--- src/rtl/nebula_wb_pkg.sv ---
// Shared definitions for the nebula Wishbone team interconnect:
// FSM state encoding, error response words and the status region index.
package nebula_wb_pkg;

  typedef enum logic [1:0] {
    IDLE = 2'd0,
    BUSY = 2'd1,
    RESP = 2'd2
  } ic_state_t;

  localparam logic [31:0] ERR_UNMAPPED = 32'hBAD0_ADD0;
  localparam logic [31:0] ERR_TIMEOUT  = 32'hDEAD_BEEF;
  localparam logic [7:0]  STATUS_IDX   = 8'hFF;

endpackage

--- src/rtl/wb_ic_decode.sv ---
// Address decoder for the team interconnect. Takes the upper half of the
// Wishbone address and produces a hit flag plus one-hot region selects.
// With WB_IC_ERR_CNT_EN defined, region STATUS_IDX is decoded as well.
module wb_ic_decode
  import nebula_wb_pkg::*;
#(
  parameter int         NUM_TEAMS = 12,
  parameter logic [7:0] GPIO_IDX  = 8'hF0,
  parameter logic [7:0] LA_IDX    = 8'hF1,
  parameter logic [7:0] BASE_HI   = 8'h30
) (
  input  logic [15:0]          adr_hi,
  output logic                 hit,
  output logic [NUM_TEAMS-1:0] team_sel,
  output logic                 gpio_sel,
`ifdef WB_IC_ERR_CNT_EN
  output logic                 status_sel,
`endif
  output logic                 la_sel
);

  logic       base_ok;
  logic [7:0] idx;

  // Region match: base byte must be right, then the index picks a slave.
  always_comb begin
    idx      = adr_hi[7:0];
    base_ok  = (adr_hi[15:8] == BASE_HI);
    team_sel = '0;
    for (int i = 0; i < NUM_TEAMS; i++) begin
      team_sel[i] = base_ok && (idx == 8'(i + 1));
    end
    gpio_sel = base_ok && (idx == GPIO_IDX);
    la_sel   = base_ok && (idx == LA_IDX);
`ifdef WB_IC_ERR_CNT_EN
    status_sel = base_ok && (idx == STATUS_IDX);
    hit        = (|team_sel) | gpio_sel | la_sel | status_sel;
`else
    hit        = (|team_sel) | gpio_sel | la_sel;
`endif
  end

endmodule

--- src/rtl/wb_team_interconnect.sv ---
// Registered Wishbone classic fabric between the Caravel master and the
// team wrappers plus GPIO/LA control. One transaction at a time:
// IDLE captures the request, BUSY strobes the selected slave with a
// timeout, RESP returns a one-cycle ack. Unmapped and timed-out accesses
// are answered with an error word and a bus_err_o pulse.
// Optional macro WB_IC_ERR_CNT_EN adds an internal status region (idx FF)
// holding a saturating error counter and the last error address.
module wb_team_interconnect
  import nebula_wb_pkg::*;
#(
  parameter int         NUM_TEAMS   = 12,
  parameter logic [7:0] GPIO_IDX    = 8'hF0,
  parameter logic [7:0] LA_IDX      = 8'hF1,
  parameter logic [7:0] BASE_HI     = 8'h30,
  parameter int         TIMEOUT_CYC = 255
) (
  input  logic                   wb_clk_i,
  input  logic                   wb_rst_i,
  input  logic                   wbs_stb_i,
  input  logic                   wbs_cyc_i,
`ifdef WB_IC_ERR_CNT_EN
  input  logic                   wbs_we_i,
`endif
  input  logic [31:0]            wbs_adr_i,
  output logic                   wbs_ack_o,
  output logic [31:0]            wbs_dat_o,
  output logic [31:0]            adr_truncated,
  output logic [NUM_TEAMS-1:0]   designs_stb,
  output logic                   gpio_control_stb,
  output logic                   la_control_stb,
  input  logic [32*NUM_TEAMS-1:0] designs_dat_o,
  input  logic [NUM_TEAMS-1:0]   designs_ack_o,
  input  logic [31:0]            gpio_control_dat_o,
  input  logic                   gpio_control_ack_o,
  input  logic [31:0]            la_control_dat_o,
  input  logic                   la_control_ack_o,
  output logic                   bus_err_o
);

  localparam logic [15:0] TIMEOUT_LAST = 16'(TIMEOUT_CYC - 1);

  ic_state_t             state;
  logic [15:0]           adr_q;
  logic [15:0]           timeout_cnt;
  logic                  req;
  logic                  dec_hit;
  logic [NUM_TEAMS-1:0]  dec_team;
  logic                  dec_gpio;
  logic                  dec_la;
  logic                  sel_ack;
  logic [31:0]           sel_dat;
`ifdef WB_IC_ERR_CNT_EN
  logic                  dec_status;
  logic [15:0]           adr_hi_q;
  logic [15:0]           err_cnt;
  logic [31:0]           last_err_adr;
`endif

  assign req           = wbs_stb_i & wbs_cyc_i;
  assign adr_truncated = {16'h0000, adr_q};

  wb_ic_decode #(
    .NUM_TEAMS (NUM_TEAMS),
    .GPIO_IDX  (GPIO_IDX),
    .LA_IDX    (LA_IDX),
    .BASE_HI   (BASE_HI)
  ) u_decode (
    .adr_hi    (wbs_adr_i[31:16]),
    .hit       (dec_hit),
    .team_sel  (dec_team),
    .gpio_sel  (dec_gpio),
`ifdef WB_IC_ERR_CNT_EN
    .status_sel(dec_status),
`endif
    .la_sel    (dec_la)
  );

  // Pick ack/data of the currently strobed slave only; others are ignored.
  always_comb begin
    sel_ack = (gpio_control_stb & gpio_control_ack_o) | (la_control_stb & la_control_ack_o);
    sel_dat = '0;
    if (gpio_control_stb) sel_dat = gpio_control_dat_o;
    if (la_control_stb)   sel_dat = la_control_dat_o;
    for (int i = 0; i < NUM_TEAMS; i++) begin
      if (designs_stb[i]) begin
        sel_ack = sel_ack | designs_ack_o[i];
        sel_dat = designs_dat_o[32*i +: 32];
      end
    end
  end

  // Transaction FSM with registered strobes, ack, data and error pulse.
  always_ff @(posedge wb_clk_i) begin
    if (wb_rst_i) begin
      state            <= IDLE;
      adr_q            <= '0;
      timeout_cnt      <= '0;
      designs_stb      <= '0;
      gpio_control_stb <= 1'b0;
      la_control_stb   <= 1'b0;
      wbs_ack_o        <= 1'b0;
      wbs_dat_o        <= '0;
      bus_err_o        <= 1'b0;
`ifdef WB_IC_ERR_CNT_EN
      adr_hi_q         <= '0;
`endif
    end else begin
      unique case (state)
        IDLE: begin
          wbs_ack_o   <= 1'b0;
          wbs_dat_o   <= '0;
          bus_err_o   <= 1'b0;
          timeout_cnt <= '0;
          if (req) begin
            adr_q <= wbs_adr_i[15:0];
`ifdef WB_IC_ERR_CNT_EN
            adr_hi_q <= wbs_adr_i[31:16];
`endif
            if (!dec_hit) begin
              state     <= RESP;
              wbs_ack_o <= 1'b1;
              wbs_dat_o <= ERR_UNMAPPED;
              bus_err_o <= 1'b1;
`ifdef WB_IC_ERR_CNT_EN
            end else if (dec_status) begin
              state     <= RESP;
              wbs_ack_o <= 1'b1;
              if (wbs_we_i)          wbs_dat_o <= '0;
              else if (wbs_adr_i[2]) wbs_dat_o <= last_err_adr;
              else                   wbs_dat_o <= {16'h0000, err_cnt};
`endif
            end else begin
              state            <= BUSY;
              designs_stb      <= dec_team;
              gpio_control_stb <= dec_gpio;
              la_control_stb   <= dec_la;
            end
          end
        end
        BUSY: begin
          if (!req) begin
            state            <= IDLE;
            designs_stb      <= '0;
            gpio_control_stb <= 1'b0;
            la_control_stb   <= 1'b0;
            timeout_cnt      <= '0;
          end else if (sel_ack) begin
            state            <= RESP;
            designs_stb      <= '0;
            gpio_control_stb <= 1'b0;
            la_control_stb   <= 1'b0;
            wbs_ack_o        <= 1'b1;
            wbs_dat_o        <= sel_dat;
          end else if (timeout_cnt == TIMEOUT_LAST) begin
            state            <= RESP;
            designs_stb      <= '0;
            gpio_control_stb <= 1'b0;
            la_control_stb   <= 1'b0;
            wbs_ack_o        <= 1'b1;
            wbs_dat_o        <= ERR_TIMEOUT;
            bus_err_o        <= 1'b1;
          end else begin
            timeout_cnt <= timeout_cnt + 16'd1;
          end
        end
        RESP: begin
          state     <= IDLE;
          wbs_ack_o <= 1'b0;
          wbs_dat_o <= '0;
          bus_err_o <= 1'b0;
        end
        default: state <= IDLE;
      endcase
    end
  end

`ifdef WB_IC_ERR_CNT_EN
  // Error bookkeeping: a status write clears, each error pulse counts once.
  always_ff @(posedge wb_clk_i) begin
    if (wb_rst_i) begin
      err_cnt      <= '0;
      last_err_adr <= '0;
    end else if (state == IDLE && req && dec_status && wbs_we_i) begin
      err_cnt      <= '0;
      last_err_adr <= '0;
    end else if (bus_err_o) begin
      if (err_cnt != 16'hFFFF) err_cnt <= err_cnt + 16'd1;
      last_err_adr <= {adr_hi_q, adr_q};
    end
  end
`endif

endmodule

--- config.mk ---
export PLATFORM = sky130hd
export DESIGN_NAME = wb_team_interconnect
export DESIGN_NICKNAME = d
export VERILOG_FILES = /design/src/rtl/nebula_wb_pkg.sv /design/src/rtl/wb_ic_decode.sv /design/src/rtl/wb_team_interconnect.sv
export SDC_FILE = /design/constraint.sdc
export NUM_CORES = 1
export LEC_CHECK = 0
export ABC_AREA = 1
export CAP_MARGIN = 20
export CORE_AREA = 2 2 227 229
export DETAILED_ROUTE_END_ITERATION = 8
export DIE_AREA = 0 0 229 231
export PLACE_DENSITY = 0.56
export SYNTH_ARGS = -nofsm -noshare
export SYNTH_HDL_FRONTEND = slang
export SYNTH_SLANG_ARGS = --single-unit
--- constraint.sdc ---
create_clock -name wb_clk_i -period 3.64 [get_ports wb_clk_i]
set_clock_uncertainty 0.05 [all_clocks]
set_input_delay 0.364 -clock wb_clk_i [delete_from_list [all_inputs] [get_ports wb_clk_i]]
set_output_delay 0.364 -clock wb_clk_i [all_outputs]
set_load 0.01 [all_outputs]
==> impl_metrics.py, run 1 <==
metrics = {
    "pwr": {
        "total_leakage_power_nw": 6.306,
        "fraction_of_power_spent_switching_nets_pct": 43.43,
        "comb_power_share_pct": 56.8,
        "intPower_w": 0.002654,
        "clockPowerShare_pct": 22.6,
        "p_per_area_nw_per_um2": 306.7,
        "power.switching_w": 0.002038,
        "ir_worst_vdd_v": 0.0002107,
        "seq_power_share_pct": 20.6,
        "report.power.total_w": 0.004692,
    },
    "min_path": {
        "min_path_type": "reg2reg",
        "hold_path_depth": 2,
        "min_delay_worst_endpoint": "wbs_dat_o[24]",
        "timing.hold.worst.start": "wbs_dat_o[24]",
    },
    "place": {
        "buffer_ports.inserted": 561,
        "dp_slack_ps": 420.3,
        "dpl.hpwl_mm": 46.35,
        "post_dp_cell_area_sq_um": 14950,
        "place_congestion": 1.011,
    },
    "yosys": {
        "synthesis.area_per_instance_sq_um": 5.266,
        "synth_flop_cell": "sky130_fd_sc_hd__dfxtp_1",
        "synth.top_cells.by_count": "sky130_fd_sc_hd__nand2_1, sky130_fd_sc_hd__nor2_1, sky130_fd_sc_hd__nand3_1, sky130_fd_sc_hd__a21oi_1, sky130_fd_sc_hd__clkbuf_1",
        "synth.largest_area_cell": "sky130_fd_sc_hd__nand2_1",
        "yosys.cell_count.top_type": "sky130_fd_sc_hd__nand2_1",
        "ffs_latches_synth": 82,
        "netlist_area_sq_um": 8747,
        "top_cell_type_s_share_of_synthesized_area_pct": 20.38,
        "seq_area_frac_synth_pct": 18.77,
        "async_set_reset_flop_share_out_of_synthesis_pct": 0,
        "synth_cells": 1661,
        "synthDistinctLibCells": 43,
        "number_of_enable_flip_flop_cells_after_synthesis": 0,
        "count_of_yosys_warnings_during_synthesis": 0,
        "synthTopCellsByArea": "sky130_fd_sc_hd__nand2_1, sky130_fd_sc_hd__dfxtp_1, sky130_fd_sc_hd__nand3_1, sky130_fd_sc_hd__nor2_1, sky130_fd_sc_hd__a21oi_1",
    },
    "sta": {
        "final.min_clock_period_ps": 2921,
        "setup-tns-final_ps": 0,
        "fmax_ghz": 0.3424,
        "max_slew_margin_pct": 30.13,
        "worst_slew_pin_slew_ps": 1048,
        "hold_viol_final": 0,
        "timing.final.crit_share_pct": 80.25,
        "grt_setup_unrepaired": "no",
        "maxSlewViolCount": 0,
        "setup-violations-final": 0,
        "postLayoutSetupSlackWorst_ps": 719.1,
    },
    "drt": {
        "drt-initial-drc-count": 955,
        "drt_first_pass_iters": 5,
        "routed_wire_length_per_instance_um": 20.30,
        "route.detailed.drc": 0,
        "drt_wl_total_mm": 57.71,
        "detail_route.vias_per_cell": 4.477,
        "via_count": 12729,
        "ant_nets": 0,
    },
    "setup_path": {
        "cp-end-kind": "register",
        "critical_path_required_ps": 3880,
        "path_common_cell": "sky130_fd_sc_hd__nand2_1",
        "regToRegStartpoint": "la_control_stb",
        "timing.critical_path.fanout_max": 18,
        "start_kind": "register",
        "critPathMaxStageDelay_ps": 460,
        "r2r_slack_ps": 720,
        "worst_r2r_endpoint": "wbs_dat_o[1]",
        "r2r_cells": 18,
        "timing.critical_path.cells": "inv_1 -> buf_4 -> nand3_1 -> nand2_1 -> nand2_1 -> nand2_1 -> nand3_1 -> nand3_1 -> nand3_1 -> nand3_1 -> nand3_1 -> nand3_1 -> nand2_1 -> nand2_1 -> nand2_1 -> nand2_1 -> nand2_1 -> a21oi_1",
        "cpMaxStageDelayCell": "sky130_fd_sc_hd__inv_1",
        "path_class": "reg2reg",
        "crit_arrival_ps": 3160,
        "critPathBufInv": 2,
        "path_delay_family": "simple AND/OR/NAND/NOR gates",
    },
    "floorplan": {
        "fp.dieArea_sq_um": 52900,
        "die_width_um": 229,
        "dieHeight_um": 231,
        "floorplan.rows": 83,
        "core_area_sq_um": 50680,
        "boundaryPins": 578,
        "initial_core_utilization_pct": 17.26,
    },
    "grt": {
        "grt_first_pass_wirelength_mm": 82.81,
        "global_route.usage.total_pct": 21.03,
        "first_global_vias": 12497,
        "grt_antenna_before_repair": 14,
        "globalRoute.totalOverflow": 0,
        "pin_count_of_the_biggest_net_entering_global_routing": 59,
    },
    "finish": {
        "design.final.nets": 2655,
        "fillers": 5790,
        "flow.area_growth_from_synthesis_pct": 74.85,
        "final-seq-area_sq_um": 1648,
        "drive_gt1_share_pct": 7.742,
        "multi_input_area_sq_um": 6289,
        "finish.instance_area_sq_um": 15290,
    },
    "job": {
        "cap_viol_max_count": 0,
    },
    "clock_tree": {
        "root_driver": "sky130_fd_sc_hd__clkbuf_16",
        "cts_tree": "yes",
        "path_clk_slew_ps": 70,
        "postCtsResizedCells": 0,
        "insertion_delay_ps": 370,
        "cts_post_setup_buffers_inserted": 0,
        "cts.sink_count": 82,
        "h_tree_depth": 3,
        "cts_hold_bufs": 0,
        "ctsLongestPathBuffers": 2,
        "cts_inserted_buffers": 9,
    },
    "status": {
        "run_status": "finished clean",
    },
}
-- metrics by stage --
stage	utilization (%)	cells	hold WS (ps)
final	30.18	2843	416.3
after global routing	30.17	2841	438.9
after CTS	30.15	2837	416.9
after detailed placement	29.50	2821	408.3
after global placement	29.50	2821	403.1
after floorplan	-	1676	415.3
-- layout by cell type, fill, tap and decap left out, types with 6 or more instances in the layout --
cell and instances:
sky130_fd_sc_hd__diode_2 6, sky130_fd_sc_hd__inv_2 7, sky130_fd_sc_hd__dfxtp_1 77, sky130_fd_sc_hd__or2_2 89
sky130_fd_sc_hd__nor2_1 285, sky130_fd_sc_hd__nand4_1 8, sky130_fd_sc_hd__clkbuf_16 9, sky130_fd_sc_hd__xor2_1 8
sky130_fd_sc_hd__nand2_1 475, sky130_fd_sc_hd__o21ai_0 39, sky130_fd_sc_hd__clkdlybuf4s50_1 560, sky130_fd_sc_hd__nor3_1 21
sky130_fd_sc_hd__a21oi_1 191, sky130_fd_sc_hd__conb_1 16, sky130_fd_sc_hd__nand3_1 217, sky130_fd_sc_hd__inv_1 56
sky130_fd_sc_hd__buf_4 39, sky130_fd_sc_hd__nor4_1 7
-- state kept, by name, indices dropped and copies added, names as in the netlist --
signal,cells
designs_stb,12
state,2
timeout_cnt,16
bus_err_o,1
wbs_dat_o,32
adr_q,16
la_control_stb,1
wbs_ack_o,1
gpio_control_stb,1
-- layer usage --
| layer | wire length, um | share of wire (%) | vias up | global-route usage, % |
|---|---|---|---|---|
| li1 | - | - | 6318 | - |
| met1 | 24260 | 42 | 5812 | 25.71 |
| met4 | 1342 | 2.3 | 12 | 6.027 |
| met5 | 87 | 0.15 | - | 0 |
| met3 | 4549 | 7.9 | 73 | 5.632 |
| met2 | 27470 | 48 | 514 | 36.10 |
-- worst reg2reg max path, stage by stage (launching register included) --
cell and delay, ps:
sky130_fd_sc_hd__dfxtp_1 310, sky130_fd_sc_hd__inv_1 460, sky130_fd_sc_hd__buf_4 310, sky130_fd_sc_hd__nand3_1 90
sky130_fd_sc_hd__nand2_1 100, sky130_fd_sc_hd__nand2_1 50, sky130_fd_sc_hd__nand2_1 50, sky130_fd_sc_hd__nand3_1 110
sky130_fd_sc_hd__nand3_1 150, sky130_fd_sc_hd__nand3_1 180, sky130_fd_sc_hd__nand3_1 140, sky130_fd_sc_hd__nand3_1 130
sky130_fd_sc_hd__nand3_1 260, sky130_fd_sc_hd__nand2_1 80, sky130_fd_sc_hd__nand2_1 80, sky130_fd_sc_hd__nand2_1 50
sky130_fd_sc_hd__nand2_1 50, sky130_fd_sc_hd__nand2_1 60, sky130_fd_sc_hd__a21oi_1 130
-- worst max-delay path by stage --
stage / start / endpoint / cells after the start
5_1_grt: la_control_stb / wbs_dat_o[1] / 18
4_1_cts: la_control_stb / wbs_dat_o[7] / 18
6_report: la_control_stb / wbs_dat_o[1] / 18
3_5_place_dp: designs_ack_o[4] / timeout_cnt[2] / 13
3_3_place_gp: designs_ack_o[4] / timeout_cnt[2] / 13
2_1_floorplan: wbs_adr_i[31] / wbs_ack_o / 15
-- area by class of cell --
cell class                 count  area share, %
clock inverter                 5         0.5563
inverter                      69          1.710
clock buffer                  11          1.587
timing repair buffer         600          38.60
multi-input combinational   1390          41.12
antenna                        6        0.09817
sequential                    82          10.77
tap                          680          5.563
-- power by group through the flow --
stage               Sequential, W  Clock, W  Combinational [W]
floorplan                0.000997         0            0.00125
CTS                      0.000966   0.00111            0.00268
global placement         0.000985         0            0.00267
global route             0.000971   0.00113            0.00294
detailed placement       0.000987         0            0.00267
finish                   0.000966   0.00106            0.00267
-- cell families (layout without fill, tap and decap cells) --
| family | Yosys count | in the layout | share of synthesized area, % |
|---|---|---|---|
| and+or+nand+nor | 1119 | 1119 | 55.47 |
| AOI/OAI and AO/OA | 240 | 240 | 14.02 |
| buffers and inverters | 204 | 685 | 9.984 |
| DFF | 82 | 82 | 18.77 |
| xor gates and xnor gates | 10 | 10 | 1.001 |
| adders and majority gates | 5 | 5 | 0.7152 |
| other | 1 | 22 | 0.04287 |
No activity file was read; power rests on OpenSTA's default activity.
==> inputs of run 2 (changes only) <==
--- a/config.mk
+++ b/config.mk
@@ -7,10 +7,10 @@
 export LEC_CHECK = 0
 export ABC_AREA = 1
 export CAP_MARGIN = 20
-export CORE_AREA = 2 2 227 229
+export CORE_AREA = 2 2 226 228
 export DETAILED_ROUTE_END_ITERATION = 8
-export DIE_AREA = 0 0 229 231
-export PLACE_DENSITY = 0.56
+export DIE_AREA = 0 0 228 230
+export PLACE_DENSITY = 0.58
 export SYNTH_ARGS = -nofsm -noshare
 export SYNTH_HDL_FRONTEND = slang
 export SYNTH_SLANG_ARGS = --single-unit
==> constraint.sdc (replaced) <==
create_clock -name wb_clk_i -period 2.5 [get_ports wb_clk_i]
set_clock_uncertainty 0.05 [all_clocks]
set_input_delay 0.25 -clock wb_clk_i [delete_from_list [all_inputs] [get_ports wb_clk_i]]
set_output_delay 0.25 -clock wb_clk_i [all_outputs]
set_load 0.01 [all_outputs]
==> run 2 against run 1 <==
  * Power is 44% higher
  * Hold slack worse by 69 ps
  * Fmax is 24% higher
  * Final area is 3.7% higher
  * Clock power is 23% higher
  * First-iteration DRC count is 2.0% lower
  * Routed wire length is 1.4% higher
  * Critical path depth is 1 lower
  * Flip-flop and latch count stayed put
  * Via count is 2.5% higher
  * Register-to-register slack worse by 580 ps
==> impl_metrics.py, run 2 (synthesis results as in run 1) <==
metrics = {
    "drt": {
        "drt_wl_total_mm": 58.53,
        "route.detailed.drc": 0,
        "detail_route.vias_per_cell": 4.529,
        "routed_wire_length_per_instance_um": 20.32,
        "drt_first_pass_iters": 7,
        "ant_nets": 0,
        "via_count": 13047,
        "drt-initial-drc-count": 936,
    },
    "sta": {
        "hold_viol_final": 0,
        "max_slew_margin_pct": 57.83,
        "worst_hold_slack_ps": 347.4,
        "timing.final.crit_share_pct": 94.41,
        "grt_setup_unrepaired": "yes",
        "final.min_clock_period_ps": 2360,
        "worst_slew_pin_slew_ps": 631.7,
        "setup-violations-final": 0,
        "maxSlewViolCount": 0,
        "postLayoutSetupSlackWorst_ps": 139.7,
        "fmax_ghz": 0.4237,
    },
    "setup_path": {
        "cp-end-kind": "register",
        "timing.critical_path.fanout_max": 30,
        "critical_path_required_ps": 2740,
        "r2r_slack_ps": 140,
        "regToRegStartpoint": "designs_stb[0]",
        "path_class": "reg2reg",
        "timing.critical_path.cells": "buf_4 -> a21oi_1 -> nand2_1 -> nand2_1 -> nand2_1 -> nand3_1 -> nand3_1 -> nand3_1 -> nand3_1 -> nand3_1 -> nand3_1 -> nand2_1 -> nand2_1 -> nand2_1 -> nand2_1 -> nand2_1 -> a21oi_1",
        "cpMaxStageDelayCell": "sky130_fd_sc_hd__dfxtp_1",
        "start_kind": "register",
        "path_delay_family": "simple AND/OR/NAND/NOR gates",
        "critPathBufInv": 1,
        "worst_r2r_endpoint": "wbs_dat_o[2]",
        "path_common_cell": "sky130_fd_sc_hd__nand2_1",
        "critPathMaxStageDelay_ps": 330,
        "crit_arrival_ps": 2600,
        "r2r_cells": 17,
    },
    "min_path": {
        "timing.hold.worst.start": "wb_rst_i",
        "min_path_type": "in2reg",
        "min_delay_worst_endpoint": "designs_stb[2]",
        "hold_path_depth": 4,
    },
    "pwr": {
        "clockPowerShare_pct": 19.3,
        "comb_power_share_pct": 59.5,
        "report.power.total_w": 0.006734,
        "ir_worst_vdd_v": 0.0002642,
        "total_leakage_power_nw": 6.579,
        "seq_power_share_pct": 21.2,
        "p_per_area_nw_per_um2": 424.8,
        "fraction_of_power_spent_switching_nets_pct": 44.44,
        "power.switching_w": 0.002993,
        "intPower_w": 0.003742,
    },
    "place": {
        "buffer_ports.inserted": 561,
        "dp_slack_ps": -210.0,
        "place_congestion": 0.9707,
        "post_dp_cell_area_sq_um": 15450,
        "dpl.hpwl_mm": 47.48,
    },
    "clock_tree": {
        "ctsLongestPathBuffers": 2,
        "cts_tree": "yes",
        "insertion_delay_ps": 370,
        "cts_hold_bufs": 0,
        "cts.sink_count": 82,
        "cts_post_setup_buffers_inserted": 0,
        "cts_inserted_buffers": 9,
        "root_driver": "sky130_fd_sc_hd__clkbuf_16",
        "path_clk_slew_ps": 70,
        "h_tree_depth": 3,
    },
    "floorplan": {
        "floorplan.rows": 82,
        "dieHeight_um": 230,
        "fp.dieArea_sq_um": 52440,
        "boundaryPins": 578,
        "initial_core_utilization_pct": 17.54,
        "die_width_um": 228,
        "core_area_sq_um": 49860,
    },
    "finish": {
        "drive_gt1_share_pct": 10.45,
        "layout_common_cells": "sky130_fd_sc_hd__clkdlybuf4s50_1, sky130_fd_sc_hd__nand2_1, sky130_fd_sc_hd__nor2_1, sky130_fd_sc_hd__nand3_1, sky130_fd_sc_hd__a21oi_1",
        "largest_register": "wbs_dat_o",
        "flow.area_growth_from_synthesis_pct": 81.25,
        "post-route-util_pct": 31.80,
        "number_of_flip_flops_under_the_largest_register_name": 32,
        "finish.instance_area_sq_um": 15850,
        "fillers": 5554,
        "commonest_non_fill_non_tap_cell_in_the_layout": "sky130_fd_sc_hd__clkdlybuf4s50_1",
        "largest_registers_in_the_final_layout": "wbs_dat_o: 32 flops, adr_q: 16 flops, timeout_cnt: 16 flops",
        "design.final.nets": 2700,
    },
    "grt": {
        "global_route.usage.total_pct": 21.37,
        "grt_first_pass_wirelength_mm": 83.50,
        "pin_count_of_the_biggest_net_entering_global_routing": 58,
        "grt_antenna_before_repair": 7,
        "globalRoute.totalOverflow": 0,
        "first_global_vias": 12566,
    },
    "status": {
        "run_status": "finished clean",
    },
    "job": {
        "cap_viol_max_count": 0,
    },
}
[run 2: power groups by stage]
stage                     sequential (W)  clock (W)  combinational (W)
final                            0.00143    0.00130            0.00401
after detailed placement         0.00146          0            0.00397
after global routing             0.00143    0.00141            0.00439
after floorplan                  0.00145          0            0.00183
after global placement           0.00146          0            0.00397
after CTS                        0.00143    0.00138            0.00399
[run 2: final cells by class]
cell class | count | area, sq um | area share, %
antenna | 7 | 17.52 | 0.1105
tap | 672 | 840.8 | 5.303
inverter | 69 | 264.0 | 1.665
multi-input combinational | 1391 | 6385 | 40.27
timing repair buffer | 644 | 6425 | 40.53
sequential | 82 | 1652 | 10.42
clock buffer | 10 | 229.0 | 1.444
clock inverter | 6 | 41.29 | 0.2604
[run 2: worst register-to-register path: stages (launching register included)]
cell                      delay (ps)
sky130_fd_sc_hd__dfxtp_1         330
sky130_fd_sc_hd__buf_4           320
sky130_fd_sc_hd__a21oi_1         100
sky130_fd_sc_hd__nand2_1          80
sky130_fd_sc_hd__nand2_1          90
sky130_fd_sc_hd__nand2_1         120
sky130_fd_sc_hd__nand3_1          80
sky130_fd_sc_hd__nand3_1         120
sky130_fd_sc_hd__nand3_1         160
sky130_fd_sc_hd__nand3_1         110
sky130_fd_sc_hd__nand3_1         160
sky130_fd_sc_hd__nand3_1         150
sky130_fd_sc_hd__nand2_1         100
sky130_fd_sc_hd__nand2_1          70
sky130_fd_sc_hd__nand2_1          40
sky130_fd_sc_hd__nand2_1          50
sky130_fd_sc_hd__nand2_1          50
sky130_fd_sc_hd__a21oi_1         120
[run 2: per-stage QoR]
step / TNS [ps] / cells
global route: -60.37 / 2878
CTS: 0 / 2873
detailed placement: -5624 / 2857
global placement: -3248 / 2857
finish: 0 / 2881
floorplan: 0 / 1676
[run 2: worst max-delay path by stage]
stage                   start              to  slack (ps)  cells past startpoint
3_3_place_gp    wbs_adr_i[16]  la_control_stb        -130                     12
2_1_floorplan  designs_stb[4]  designs_stb[6]         450                     15
6_report       designs_stb[0]    wbs_dat_o[2]         140                     17
3_5_place_dp    wbs_adr_i[18]  la_control_stb        -210                     11
5_1_grt        designs_stb[0]   wbs_dat_o[30]         -20                     17
4_1_cts        la_control_stb  timeout_cnt[2]          30                     14
[run 2: what timing repair did]
action	in CTS	in global routing
cloned	0	1
resized for setup	1	27
pin swaps	2	2
setup endpoints to repair	2	50
hold endpoints to repair	0	0
[run 2: metal layers]
metal / vias to the layer above / global-route usage, % / part of all wire [%]
met5: - / 0 / 0.022
li1: 6403 / - / -
met4: 2 / 5.515 / 2.3
met2: 583 / 37.54 / 49
met3: 61 / 4.526 / 7.1
met1: 5998 / 26.40 / 42
